### config.mk
export PLATFORM = sky130hd
export DESIGN_NAME = seg7_decode_collect
export DESIGN_NICKNAME = d
export VERILOG_FILES = /design/src/rtl/seg7_pkg.sv /design/src/rtl/seg7_pattern_decode.sv /design/src/rtl/seg7_decode_collect.sv
export SDC_FILE = /design/constraint.sdc
export NUM_CORES = 1
export LEC_CHECK = 0
export CORE_UTILIZATION = 30
export CTS_CLUSTER_SIZE = 25
export DETAILED_ROUTE_END_ITERATION = 12
export DONT_BUFFER_PORTS = 1
export HOLD_SLACK_MARGIN = 0.15
export PLACE_DENSITY_LB_ADDON = 0.3
export SLEW_MARGIN = 10
export SYNTH_ARGS = -nofsm -noshare
export SYNTH_HDL_FRONTEND = slang
export SYNTH_HIERARCHICAL = 1
export SYNTH_SLANG_ARGS = --single-unit
### constraint.sdc
create_clock -name clk -period 2.1 [get_ports clk]
set_input_delay 0.105 -clock clk [delete_from_list [all_inputs] [get_ports clk]]
set_output_delay 0.105 -clock clk [all_outputs]
set_load 0.1 [all_outputs]
### src/rtl/seg7_pkg.sv
// Shared 7-segment definitions: active-low segment constants {g,f,e,d,c,b,a}
// (common with the hex encoder) and the collector state type.
package seg7_pkg;

    localparam logic [6:0] SEG_0     = 7'b1000000;
    localparam logic [6:0] SEG_1     = 7'b1111001;
    localparam logic [6:0] SEG_2     = 7'b0100100;
    localparam logic [6:0] SEG_3     = 7'b0110000;
    localparam logic [6:0] SEG_4     = 7'b0011001;
    localparam logic [6:0] SEG_5     = 7'b0010010;
    localparam logic [6:0] SEG_6     = 7'b0000010;
    localparam logic [6:0] SEG_7     = 7'b1111000;
    localparam logic [6:0] SEG_8     = 7'b0000000;
    localparam logic [6:0] SEG_9     = 7'b0010000;
    localparam logic [6:0] SEG_A     = 7'b0001000;
    localparam logic [6:0] SEG_B     = 7'b0000011;
    localparam logic [6:0] SEG_C     = 7'b1000110;
    localparam logic [6:0] SEG_D     = 7'b0100001;
    localparam logic [6:0] SEG_E     = 7'b0000110;
    localparam logic [6:0] SEG_F     = 7'b0001110;
    localparam logic [6:0] SEG_BLANK = 7'b1111111;

    typedef enum logic [0:0] {
        COLLECT = 1'b0,
        HOLD    = 1'b1
    } seg7_state_t;

endpackage

### src/rtl/seg7_pattern_decode.sv
// Combinational inverse of the hex-to-7-segment encoder: exact-match lookup,
// blank and unrecognised patterns flagged with a zero nibble.
module seg7_pattern_decode
    import seg7_pkg::*;
(
    input  logic [6:0] i_seg,
    output logic [3:0] o_nibble,
    output logic       o_blank,
    output logic       o_err
);

    // Exact pattern match; anything outside the table is an error
    always_comb begin
        o_nibble = 4'h0;
        o_blank  = 1'b0;
        o_err    = 1'b0;
        case (i_seg)
            SEG_0:     o_nibble = 4'h0;
            SEG_1:     o_nibble = 4'h1;
            SEG_2:     o_nibble = 4'h2;
            SEG_3:     o_nibble = 4'h3;
            SEG_4:     o_nibble = 4'h4;
            SEG_5:     o_nibble = 4'h5;
            SEG_6:     o_nibble = 4'h6;
            SEG_7:     o_nibble = 4'h7;
            SEG_8:     o_nibble = 4'h8;
            SEG_9:     o_nibble = 4'h9;
            SEG_A:     o_nibble = 4'hA;
            SEG_B:     o_nibble = 4'hB;
            SEG_C:     o_nibble = 4'hC;
            SEG_D:     o_nibble = 4'hD;
            SEG_E:     o_nibble = 4'hE;
            SEG_F:     o_nibble = 4'hF;
            SEG_BLANK: o_blank  = 1'b1;
            default:   o_err    = 1'b1;
        endcase
    end

endmodule

### src/rtl/seg7_decode_collect.sv
// Collects NUM_DIGITS decoded 7-segment digits into one word (first digit in MS nibble).
// SEG7_BACKTOBACK_EN: lets a digit be accepted in the same cycle as the word handshake.
module seg7_decode_collect
    import seg7_pkg::*;
#(
    parameter int NUM_DIGITS = 6
) (
    input  logic                    clk,
    input  logic                    reset,
    input  logic                    clear,
    input  logic [6:0]              seg_in,
    input  logic                    seg_valid,
    output logic                    seg_ready,
    output logic [4*NUM_DIGITS-1:0] word_out,
    output logic [NUM_DIGITS-1:0]   blank_mask,
    output logic [NUM_DIGITS-1:0]   err_mask,
    output logic                    word_valid,
    input  logic                    word_ready
);

    localparam int         LP_W  = 4 * NUM_DIGITS;
    localparam logic [3:0] LP_ND = 4'(NUM_DIGITS);

    seg7_state_t           r_state;
    logic [3:0]            r_count;
    logic [LP_W-1:0]       r_word;
    logic [NUM_DIGITS-1:0] r_blank;
    logic [NUM_DIGITS-1:0] r_err;
    logic                  r_live;

    seg7_state_t           w_state_nxt;
    logic [3:0]            w_count_nxt;
    logic [LP_W-1:0]       w_word_nxt;
    logic [NUM_DIGITS-1:0] w_blank_nxt;
    logic [NUM_DIGITS-1:0] w_err_nxt;
    logic [3:0]            w_nib;
    logic                  w_is_blank;
    logic                  w_is_err;
    logic                  w_ready;
    logic                  w_hs;
    logic                  w_acc;
    logic [3:0]            w_base;
    logic [3:0]            w_count_inc;

    seg7_pattern_decode u_decode (
        .i_seg    (seg_in),
        .o_nibble (w_nib),
        .o_blank  (w_is_blank),
        .o_err    (w_is_err)
    );

    // Input readiness: open in COLLECT once out of reset; in HOLD only when back-to-back is built in
    always_comb begin
        w_ready = 1'b0;
        case (r_state)
            COLLECT: w_ready = r_live;
`ifdef SEG7_BACKTOBACK_EN
            HOLD:    w_ready = r_live & word_ready;
`else
            HOLD:    w_ready = 1'b0;
`endif
            default: w_ready = 1'b0;
        endcase
    end

    assign seg_ready   = w_ready;
    assign word_valid  = (r_state == HOLD);
    assign word_out    = r_word;
    assign blank_mask  = r_blank;
    assign err_mask    = r_err;

    assign w_hs        = (r_state == HOLD) & word_ready;
    assign w_acc       = seg_valid & w_ready;
    // A digit taken alongside the handshake starts a fresh word
    assign w_base      = w_hs ? 4'd0 : r_count;
    assign w_count_inc = w_base + 4'd1;

    // Next-state: handshake releases the word, an accepted digit shifts in at the LS end
    always_comb begin
        w_state_nxt = r_state;
        w_count_nxt = r_count;
        w_word_nxt  = r_word;
        w_blank_nxt = r_blank;
        w_err_nxt   = r_err;
        if (w_hs) begin
            w_state_nxt = COLLECT;
            w_count_nxt = 4'd0;
        end else begin
            w_state_nxt = r_state;
        end
        if (w_acc) begin
            w_word_nxt = (r_word << 4) | LP_W'(w_nib);
            if (w_base == 4'd0) begin
                w_blank_nxt = NUM_DIGITS'(w_is_blank);
                w_err_nxt   = NUM_DIGITS'(w_is_err);
            end else begin
                w_blank_nxt = (r_blank << 1) | NUM_DIGITS'(w_is_blank);
                w_err_nxt   = (r_err << 1) | NUM_DIGITS'(w_is_err);
            end
            if (w_count_inc == LP_ND) begin
                w_state_nxt = HOLD;
                w_count_nxt = 4'd0;
            end else begin
                w_state_nxt = COLLECT;
                w_count_nxt = w_count_inc;
            end
        end else begin
            w_word_nxt = r_word;
        end
    end

    // State registers; clear flushes the partial word but keeps word_out
    always_ff @(posedge clk or negedge reset) begin
        if (!reset) begin
            r_state <= COLLECT;
            r_count <= 4'd0;
            r_word  <= '0;
            r_blank <= '0;
            r_err   <= '0;
            r_live  <= 1'b0;
        end else if (clear) begin
            r_state <= COLLECT;
            r_count <= 4'd0;
            r_blank <= '0;
            r_err   <= '0;
            r_live  <= 1'b1;
        end else begin
            r_state <= w_state_nxt;
            r_count <= w_count_nxt;
            r_word  <= w_word_nxt;
            r_blank <= w_blank_nxt;
            r_err   <= w_err_nxt;
            r_live  <= 1'b1;
        end
    end

endmodule

Yosys cells after proc, flatten, opt, wreduce, memory -nomap -nowiden
Index checks and enable logic that the tools add are counted.

word-level totals
  output and inout port bits = 38
  input port bits = 12
  flip-flop bits (word level) = 42
  logic and storage cells = 55

operators by class
  reduce and logical (&&, ||, !) cells = 6
  mux-type cells = 18
  bitwise gates (word level) = 7
  add/subtract/negate cells = 1
  equal/unequal tests = 17

operators with widths
  kind                                                                    number
  4-bit one-hot mux with 15 select lines                                  1
  6-bit two-way mux                                                       6
  7-bit equality test (second input constant)                             5
  24-bit by 4-bit bitwise OR with 24-bit output                           1
  7-bit by 5-bit equality test with 1-bit output (second input constant)  3
  7-bit by 6-bit equality test with 1-bit output (second input constant)  3
  17-bit OR reduction                                                     1
  4-bit two-way mux                                                       4
  7-bit by 2-bit equality test with 1-bit output (second input constant)  2
  7-bit by 4-bit equality test with 1-bit output (second input constant)  2
  6-bit by 1-bit bitwise OR with 6-bit output                             2
  7-bit by 3-bit equality test with 1-bit output (second input constant)  1
  7-bit logical NOT                                                       1
  1-bit two-way mux                                                       6
  4-bit by 1-bit adder with 4-bit output (second input constant)          1
  4-bit by 3-bit equality test with 1-bit output (second input constant)  1
  4-bit logical NOT                                                       1
  3-bit nonzero test                                                      1
  1-bit bitwise AND                                                       2
  1-bit inverter                                                          2
  1-bit one-hot mux with 2 select lines                                   1
  2-bit AND reduction                                                     1
  2-bit nonzero test                                                      1

Logic depth before layout (Yosys ltp)
Gate-level depths: netlist of the first run.

  depth in word-level cells = 7
  mapped depth = 6
  mapped depth without buffers = 6

Hierarchy
Netlist of the first run, hierarchy kept.

modules (own cells, without submodules)
  module               seq. area each (um^2)  times used  cells an instance  area each (um^2)
  seg7_decode_collect  1051.0                 1           116                1702.9
  seg7_pattern_decode  0.0                    1           54                 374.1

Worst setup path before layout of the first run
No wires, ideal clock.

  kind = reg2reg
  from = reg r_state, in the netlist word_valid
  to = reg r_count[1]
  arrival = 2.360 ns
  stages on the path, launching flop included = 7
  clock period less this slack = 2.482 ns
  slack = -0.382 ns
  required time = 1.978 ns
  buffers on the path = 0
  setup time = 0.122 ns
  cells stage by stage = dfrtp_1 nand2_1 and2_1 ha_1 xnor2_1 or4_4 a32o_1

between the ends
  cells in the longest elaborated chain, start to end = 7
  elaborated cells between the ends (all ways) = 10
  those cells by class = add/sub: 1; eq/ne: 1; mux: 5; bitwise: 3

ends and longest elaborated chain
  what                                            line                        source
  start: declaration                              seg7_decode_collect.sv:24   seg7_state_t r_state;
  start signal: assignment                        seg7_decode_collect.sv:128  r_state <= w_state_nxt;
  1-bit bitwise AND                               seg7_decode_collect.sv:72   assign w_hs = (r_state == HOLD) & word_ready;
  4-bit two-way mux                               n/a
  4-bit by 1-bit adder with 4-bit output          seg7_decode_collect.sv:76   assign w_count_inc = w_base + 4'd1;
  4-bit by 3-bit equality test with 1-bit output  seg7_decode_collect.sv:100  if (w_count_inc == LP_ND) begin
  4-bit two-way mux                               seg7_decode_collect.sv:100
  4-bit two-way mux (*)                           seg7_decode_collect.sv:91   if (w_acc) begin
  4-bit two-way mux (*)                           seg7_decode_collect.sv:121  end else if (clear) begin
  end signal: assignment                          seg7_decode_collect.sv:129  r_count <= w_count_nxt;
  end: declaration                                seg7_decode_collect.sv:25   logic [3:0] r_count;

Every way passes the cells marked *; elsewhere a longest branch is shown, timed or not.
A chain may end at the register's enable or synchronous reset.

Worst setup path in the final report of the first run
Same ends and word-level chain as after synthesis.

==> results of run 1 <==
-- worst max-delay path, stage by stage (launching register included) --
cell and delay (ns):
dfrtp_4 0.52, a21bo_2 0.25, inv_1 0.07, ha_1 0.20
xnor2_1 0.09, or4_4 0.44, a32o_1 0.28
-- metrics by stage --
| step | hold slack (ns) | setup WS, ns | instances |
|---|---|---|---|
| after detailed placement | -0.190 | 0.154 | 276 |
| final | 0.175 | 0.141 | 293 |
| after CTS | 0.164 | 0.133 | 293 |
| after floorplan | -0.191 | 0.0534 | 170 |
| after global routing | 0.168 | 0.0491 | 293 |
| after global placement | -0.190 | 0.244 | 276 |
-- metal layers --
| layer | part of all wire, % | track usage [%] | vias to the layer above | wire, µm |
|---|---|---|---|---|
| li1 | - | - | 724 | - |
| met1 | 46 | 17.5 | 729 | 2050 |
| met2 | 47 | 20.5 | 42 | 2060 |
| met3 | 6.3 | 4.67 | 2 | 278 |
| met4 | 0.36 | 2.77 | 0 | 16 |
| met5 | 0 | 0 | - | 0 |
-- power by group --
group	total (mW)	leakage [nW]	switching, mW	internal, mW
clock network	0.632	0.0514	0.277	0.355
logic	1.01	0.635	0.778	0.228
registers	0.933	0.572	0.0384	0.895
total	2.57	1.26	1.09	1.48
-- flip-flops by register name, indices dropped and copies added (netlist names) --
register	count
blank_mask	6
word_out	24
r_live	1
word_valid	1
r_count	4
err_mask	6
-- cells by family (layout without fill, tap and decap cells) --
family	Yosys count	in the layout	share of synthesized area [%]
and+or+nand+nor	42	42	12.6
DFF	42	42	50.6
other	1	1	0.181
adders and majority gates	2	2	1.20
buffers and inverters	15	61	4.28
muxes	25	25	13.5
xor gates and xnor gates	4	4	1.69
AOI/OAI and AO/OA	39	39	16.0
-- synth_stat cells (2+ instances only) --
cell type	count
nand2_1	8
inv_1	5
nand4_1	2
a31oi_1	2
dfrtp_1	42
a21bo_2	3
ha_1	2
buf_4	3
buf_6	2
nor4bb_1	2
nor2_1	7
o21ai_1	2
mux2_2	24
a22o_1	12
and2_1	2
nand3_1	5
o311ai_0	2
nor2b_1	3
a21oi_1	4
xnor2_1	3
o32ai_1	2
buf_2	5
-- worst max-delay path by stage --
stage / cells past startpoint / end / slack [ns]
after floorplan: 6 / r_count[1] / 0.05
after global placement: 3 / blank_mask[3] / 0.24
after detailed placement: 6 / r_count[1] / 0.15
after CTS: 6 / r_count[1] / 0.13
after global routing: 6 / word_valid / 0.05
final: 6 / r_count[1] / 0.14
-- layout make-up --
class | instances | area (µm²) | share of cell area, %
Sequential cell | 42 | 1050 | 39.9
Multi-Input combinational cell | 113 | 952 | 36.0
Timing Repair Buffer | 48 | 413 | 15.6
Tap cell | 77 | 96.3 | 3.64
Clock buffer | 6 | 72.6 | 2.74
Clock inverter | 2 | 37.5 | 1.42
Inverter | 5 | 18.8 | 0.710
-- timing repair --
action / CTS / global route
hold buffers: 9 / 0
gates resized for setup: 0 / 0
hold endpoints to repair: 49 / 0
==> metrics, run 1 <==
status complete, no violations; VDD IR-drop max 578 µV; WP data arrival between 2 and 2.5 ns; worst r2r src word_valid; RSZ-0062 raised after global routing false; CTS tree done; I/O pins 50; worst slew pin tran about 1.1 ns; Remaining DRCs 0; clock buffer depth 2; leakage power 1.26 nW; CTS clk-pin slew, worst paths 0.08 ns; routed vias/inst 5.11; commonest non-fill, non-tap cell in the layout dfrtp_1; FILL cells 643; clock sink total 42; Avg WL per Cell 15.0 µm; Crit Path Max Fanout 8; Pre-antenna DRT Iters 5; fin nets 229; Ys Warns 6; worst hold endpoint word_out[2]; largest area contributor in the netlist dfrtp_1; Seq/Total Area, Yosys 50.6%; Initial Utilization 31.8%; Worst R2R Path Depth 6; CTS root buffer clkbuf_8; FP Rows 29; post-CTS setup buffers 0; IO buf count 0; later-pin clock latency in the skew report 0.29 ns; initial antenna violation count 0; final-report max-slew violation count 0; DRT iter0 DRCs 48; Finish-stage setup viols 0; Synth Instances 170; critical path type flip-flop to flip-flop; post-route minimum period 1.96 ns; flops & latches, synth 42; Overflow after GRT 0; most frequent cells in the layout dfrtp_1, buf_4, mux2_2, a22o_1; Critical Path Start word_valid; die area 0.00726 mm²; TNS Setup 0 ns; min-delay src seg_in[0]; syn_area_per_cell 12.2 µm²; R2R Path End r_count[1]; H-tree levels 2; final worst-path cycle share roughly 93%; first-pass GRT wire length 7450 µm; Top FF cell, synth dfrtp_1; ratio of cells with drive above 1 in the final layout 38.4%; number of synthesized flops with an enable pin 0; Post-Syn Area 0.00208 mm²; Netlist cell types 50; Hold Vio Cnt, Final 0; Post-DRT Antenna Nets 0; fin area 0.00265 mm²; startpoint type of the worst setup path flip-flop; Num CTS Buffers 5; via count 1497; post-synthesis net count 184; worst hold path stage count 3; Clock Skew 0.00645 ns; die boundary height 85.2 µm; Area growth syn-to-layout 27.3%; Rel. slew slack between 20% and 30%; hpwl dp just under 3000 µm; Max Clock Freq ~510 MHz; Pwr Density a little under 1000 mW/mm²; HP Class primary input to flip-flop; vias in the first global route 1510; Overall Power 2.57 mW; fraction of registers with async set/reset 100%; max-cap violations 0; all-layer global routing usage 13.1%; Post-DP Area 0.00243 mm²; gpl congestion 0.818; share of the synthesized area in the top cell type 50.6%; final wirelength about 4400 µm; final core occ 40.5%; kind of end point of the critical path flip-flop; pin count of the biggest net entering global routing 43; flop2flop setup slack 0.14 ns; top cells by area, synth dfrtp_1, mux2_2, a22o_1, a21bo_2, nand2_1; core area 0.00653 mm²; Antenna diodes 0; CP required ~2.3 ns; die width 85.2 µm
Power figures use the tool's default switching activity.
==> run 2: changes to the inputs <==
- CORE_ASPECT_RATIO: unset -> 1.25
- TNS_END_PERCENT: unset -> 5
==> run 2 against run 1 <==
Compared with the run above: critical path depth down 1; die area about the same; sequential share of layout area down 0.23 points; cell count up 3.8%; largest power group unchanged; hold slack better by 0.012 ns; wire length up 2.0%; sequential power up 2%; first-iteration DRC count up 44%.
==> metrics, run 2 (synthesis results as in run 1) <==
CTS tree done; die area 0.00726 mm² (about the same); CTS root buffer clkbuf_8; commonest non-fill, non-tap cell in the layout dfrtp_1; TNS Setup 0 ns (unchanged); FILL cells 651 (+1.2%); Area growth syn-to-layout 28.1%; pin count of the biggest net entering global routing 43 (unchanged); Placed Instances 286 (+3.6%); die width 76.4 µm (-10%); status complete, no violations; hpwl dp 3020 µm (+2.5%); FP Rows 33 (+14%); Rel. slew slack 29.1% (-0.44 points); clock buffer depth 2 (unchanged); crit-path max cell delay 0.52 ns (about the same); final worst-path cycle share 91.3% (-2.0 points); later-pin clock latency in the skew report 0.30 ns (about the same); CTS Hold Bufs 10 (+1); via count 1554 (+3.8%); post-route minimum period 1.92 ns (-0.0420 ns); first-pass GRT wire length 7270 µm (-2.3%); vias in the first global route 1513 (+0.20%); Crit Path Max Fanout 31 (+23); RSZ-0062 raised after global routing false; Overflow after GRT 0 (unchanged); min-delay src seg_in[6]; critical path type flip-flop to flip-flop; flop2flop setup slack 0.18 ns (+0.04 ns); final wirelength 4490 µm (+2.0%); Largest register FFs 24 (unchanged); gpl congestion 0.830 (+1.4%); initial antenna violation count 0 (unchanged); post-CTS setup buffers 0 (unchanged); Remaining DRCs 0 (unchanged); Finish-stage setup viols 0 (unchanged); DRT iter0 DRCs 69 (+44%); HP Class primary input to flip-flop; Post-DRT Antenna Nets 0 (unchanged); clock sink total 42 (unchanged); Pwr Density 970 mW/mm² (-0.21%); IO buf count 0 (unchanged); I/O pins 50 (unchanged); core area 0.00661 mm² (+1.1%); Initial Utilization 31.4% (-0.36 points); crit-path cells buf_4, nor4bb_4, buf_12, o311ai_0, a22oi_1; H-tree levels 2 (unchanged); Max Clock Freq 522 MHz (+2.2%); leakage power 1.26 nW (about the same); final-report max-slew violation count 0 (unchanged); most frequent cells in the layout dfrtp_1, buf_4, mux2_2, a22o_1, dlygate4sd3_1; die boundary height 95.0 µm (+12%); WP data arrival 2.13 ns (about the same); Antenna diodes 0 (unchanged); Num CTS Buffers 5 (unchanged); Avg WL per Cell 14.8 µm (-1.7%); fin nets 230 (+0.44%); max-cap violations 0 (unchanged); worst slew pin tran 1.06 ns (+0.00653 ns); Pre-antenna DRT Iters 4 (-1); CP required 2.31 ns (+0.03 ns); Critical Path Start word_valid; startpoint type of the worst setup path flip-flop; critical path's slowest cell dfrtp_4; VDD IR-drop max 777 µV (+35%); kind of end point of the critical path flip-flop; worst r2r src word_valid; Clock Skew 0.00535 ns (-0.00111 ns); post_cts resized 0 (unchanged); all-layer global routing usage 12.9% (-0.19 points); CTS clk-pin slew, worst paths 0.08 ns (about the same); Final Non-Filler Cells 304 (+3.8%); routed vias/inst 5.11 (about the same); Hold Vio Cnt, Final 0 (unchanged); ratio of cells with drive above 1 in the final layout 38.2% (-0.18 points)
-- run 2: final timing paths --
kind                                end  cells after the start
max                          r_count[2]                      5
min                         word_out[3]                      4
max reg2reg                  r_count[2]                      5
min reg2reg                word_out[14]                      1
max in group asynchronous    word_valid                      2
min in group asynchronous   err_mask[5]                      2
-- run 2: cell type report --
| type | count | area [µm²] | area share (%) |
|---|---|---|---|
| Clock inverter | 2 | 37.5 | 1.41 |
| Clock buffer | 6 | 72.6 | 2.73 |
| Sequential cell | 42 | 1050 | 39.7 |
| Timing Repair Buffer | 49 | 415 | 15.6 |
| Tap cell | 87 | 109 | 4.09 |
| Multi-Input combinational cell | 113 | 952 | 35.8 |
| Inverter | 5 | 18.8 | 0.706 |
-- run 2: power breakdown --
group | leakage, nW | switching (mW) | total, mW | internal [mW]
combinational | 0.636 | 0.764 | 0.991 | 0.228
sequential | 0.572 | 0.0517 | 0.947 | 0.895
clock | 0.0514 | 0.287 | 0.642 | 0.355
-- run 2: metal layers --
metal / wire (µm) / vias to the layer above / GRT usage, %
met5: 0 / - / 0
li1: - / 722 / -
met4: 114 / 0 / 8.01
met1: 1860 / 782 / 13.8
met3: 208 / 7 / 3.54
met2: 2310 / 43 / 22.8
-- run 2: critical path: cells and delay by family, from the launching register on --
family	cells	cell delay, ns
flops	1	0.52
buf+inv	2	0.49
compound gates	2	0.43
simple gates	1	0.38
-- run 2: per-stage QoR --
| stage | total power [mW] | instance area [µm²] | hold WS, ns | worst slack [ns] | utilization [%] |
|---|---|---|---|---|---|
| final | 2.58 | 2660 | 0.187 | 0.183 | 40.3 |
| after global routing | 2.67 | 2660 | 0.204 | 0.0527 | 40.3 |
| after CTS | 2.61 | 2660 | 0.173 | 0.181 | 40.3 |
| after detailed placement | 1.93 | 2440 | -0.190 | 0.197 | 36.9 |
| after global placement | 1.92 | 2440 | -0.190 | 0.225 | 36.9 |
| after floorplan | 1.76 | 2080 | -0.191 | 0.0534 | - |
==> run 3: changes to the inputs <==
==> constraint.sdc (replaced) <==
create_clock -name clk -period 2.1 [get_ports clk]
set_input_delay 0.42 -clock clk [delete_from_list [all_inputs] [get_ports clk]]
set_output_delay 0.42 -clock clk [all_outputs]
set_load 0.1 [all_outputs]
==> run 3 against run 2 <==
Compared with the run above: clock power increased by 22%; critical endpoint is now r_count[1]; non-clock buffer count fell by 32; cell count shrank 11%.
==> metrics, run 3 (synthesis results as in run 1) <==
die boundary height 95.0 µm (unchanged); IO buf count 0 (unchanged); Reg area 0.00105 mm² (unchanged); Max Clock Freq 518 MHz (-0.61%); CTS clk-pin slew, worst paths 0.08 ns (about the same); via count 1416 (-8.9%); Crit Path Max Fanout 9 (-71%); clock buffer depth 2 (unchanged); pin count of the biggest net entering global routing 43 (unchanged); post-route minimum period 1.93 ns (+0.0118 ns); all-layer global routing usage 12.5% (-0.37 points); kind of end point of the critical path flip-flop; worst r2r src word_valid; Psw 1.07 mW (-3.1%); Seq pwr share 61.0% (+24 points); final core occ 36.8% (-3.4 points); CTS root buffer clkbuf_8; die width 76.4 µm (unchanged); min-delay src clear; P_int 1.51 mW (+1.9%); post-CTS setup buffers 0 (unchanged); Post-DRT Antenna Nets 0 (unchanged); status complete, no violations; Area growth syn-to-layout 17.1%; initial antenna violation count 0 (unchanged); startpoint type of the worst setup path flip-flop; switch share 41.5% (-1.2 points); RSZ-0062 raised after global routing false; worst slew pin tran 1.09 ns (+0.0306 ns); vias in the first global route 1399 (-7.5%); core area 0.00661 mm² (unchanged); commonest non-fill, non-tap cell in the layout dfrtp_1; routed vias/inst 5.21 (+1.8%); gpl congestion 0.797 (-3.9%); Remaining DRCs 0 (unchanged); multi-input logic area 952 µm² (unchanged); fin nets 198 (-14%); first-pass GRT wire length 7130 µm (-1.9%); clock sink total 42 (unchanged); hpwl dp 2860 µm (-5.5%); ratio of cells with drive above 1 in the final layout 32.4% (-5.8 points); Hold Vio Cnt, Final 0 (unchanged); leakage power 1.12 nW (-11%); final-report max-slew violation count 0 (unchanged); TNS Setup 0 ns (unchanged); Num CTS Buffers 5 (unchanged); critical path type flip-flop to flip-flop; Pre-antenna DRT Iters 6 (+2); Antenna diodes 0 (unchanged); Overflow after GRT 0 (unchanged); Pwr Density 1060 mW/mm² (+9.1%); Finish-stage setup viols 0 (unchanged); die area 0.00726 mm² (unchanged); VDD IR-drop max 592 µV (-24%); CP required 2.28 ns (-0.03 ns); Logic pwr share 8.6% (-30 points); Clock Skew 0.00660 ns (+0.00125 ns); WP data arrival 2.11 ns (-0.02 ns); HP Class primary input to flip-flop; Final Non-Filler Cells 272 (-11%); Critical Path Start word_valid; Initial Utilization 31.4% (unchanged); FP Rows 33 (unchanged); Avg WL per Cell 15.5 µm (+5.3%); I/O pins 50 (unchanged); Clock power frac 30.4% (+5.5 points); most frequent cells in the layout dfrtp_1, mux2_2, buf_4, a22o_1, nand2_1; H-tree levels 2 (unchanged); Overall Power 2.57 mW (-0.27%); Rel. slew slack 27.0% (-2.0 points); CTS tree done; DRT iter0 DRCs 167 (+140%); Placed Instances 262 (-8.4%); final worst-path cycle share 91.9% (+0.56 points); final wirelength 4230 µm (-5.7%); pre-CTS setup slack 0.186 ns (-0.0109 ns); Largest register FFs 24 (unchanged); setup ws final 0.171 ns (-0.0118 ns); max-cap violations 0 (unchanged); FILL cells 661 (+1.5%); later-pin clock latency in the skew report 0.29 ns (about the same)
## run 3: changes by cell type in the layout (fill, tap and decap cells not counted), sizes merged
cell and change:
dlygate4sd3 -8, bufinv +1, buf -24, clkinvlp -1
## run 3: timing repair
action                                 in CTS  in global routing
hold buffers                                2                  0
endpoints found under the hold margin      42                  0
gates resized for setup                     0                  0
## run 3: critical path, cell delays in order, from the launching register on
cell and delay, ns:
dfrtp_4 0.48, nand2_1 0.08, and2_1 0.19, ha_1 0.25, xnor2_1 0.13, or4_4 0.42
a32o_1 0.27
## run 3: path summary, 6_finish.rpt
path                                 endpoint  slack, ns  depth (start not counted)
worst max-delay path               r_count[1]       0.17                          6
worst min-delay path               r_count[0]       0.19                          1
worst max register to register     r_count[1]       0.17                          6
worst min register to register  blank_mask[1]       0.52                          1
max in group asynchronous          word_valid       1.27                          2
min in group asynchronous         err_mask[4]       0.60                          2
## run 3: metrics by stage
step,hold slack [ns],instance area [µm²]
floorplan,0.124,2080
global placement,0.125,2260
detailed placement,0.125,2260
CTS,0.180,2430
global route,0.169,2430
finish,0.191,2430
## run 3: final cells by class
cell class / count / share of cell area (%)
Clock buffer: 6 / 3.40
Clock inverter: 2 / 2.47
Inverter: 5 / 0.772
Multi-Input combinational cell: 113 / 39.1
Sequential cell: 42 / 43.4
Tap cell: 87 / 4.48
Timing Repair Buffer: 17 / 6.38
## run 3: layer usage
metal  vias up  routed length (µm)  GRT usage, %
met1       707                1780          14.9
met5         -                   0             0
met3         5                 317          5.07
met4         0                  74          5.93
met2        44                2060          19.9
li1        660                   -             -
## run 3: power by group through the flow
stage / combinational [mW] / sequential (mW) / clock (mW)
2_1_floorplan: 0.178 / 1.58 / 0
3_3_place_gp: 0.197 / 1.59 / 0
3_5_place_dp: 0.200 / 1.59 / 0
4_1_cts: 0.223 / 1.57 / 0.813
5_1_grt: 0.241 / 1.59 / 0.843
6_report: 0.221 / 1.57 / 0.783
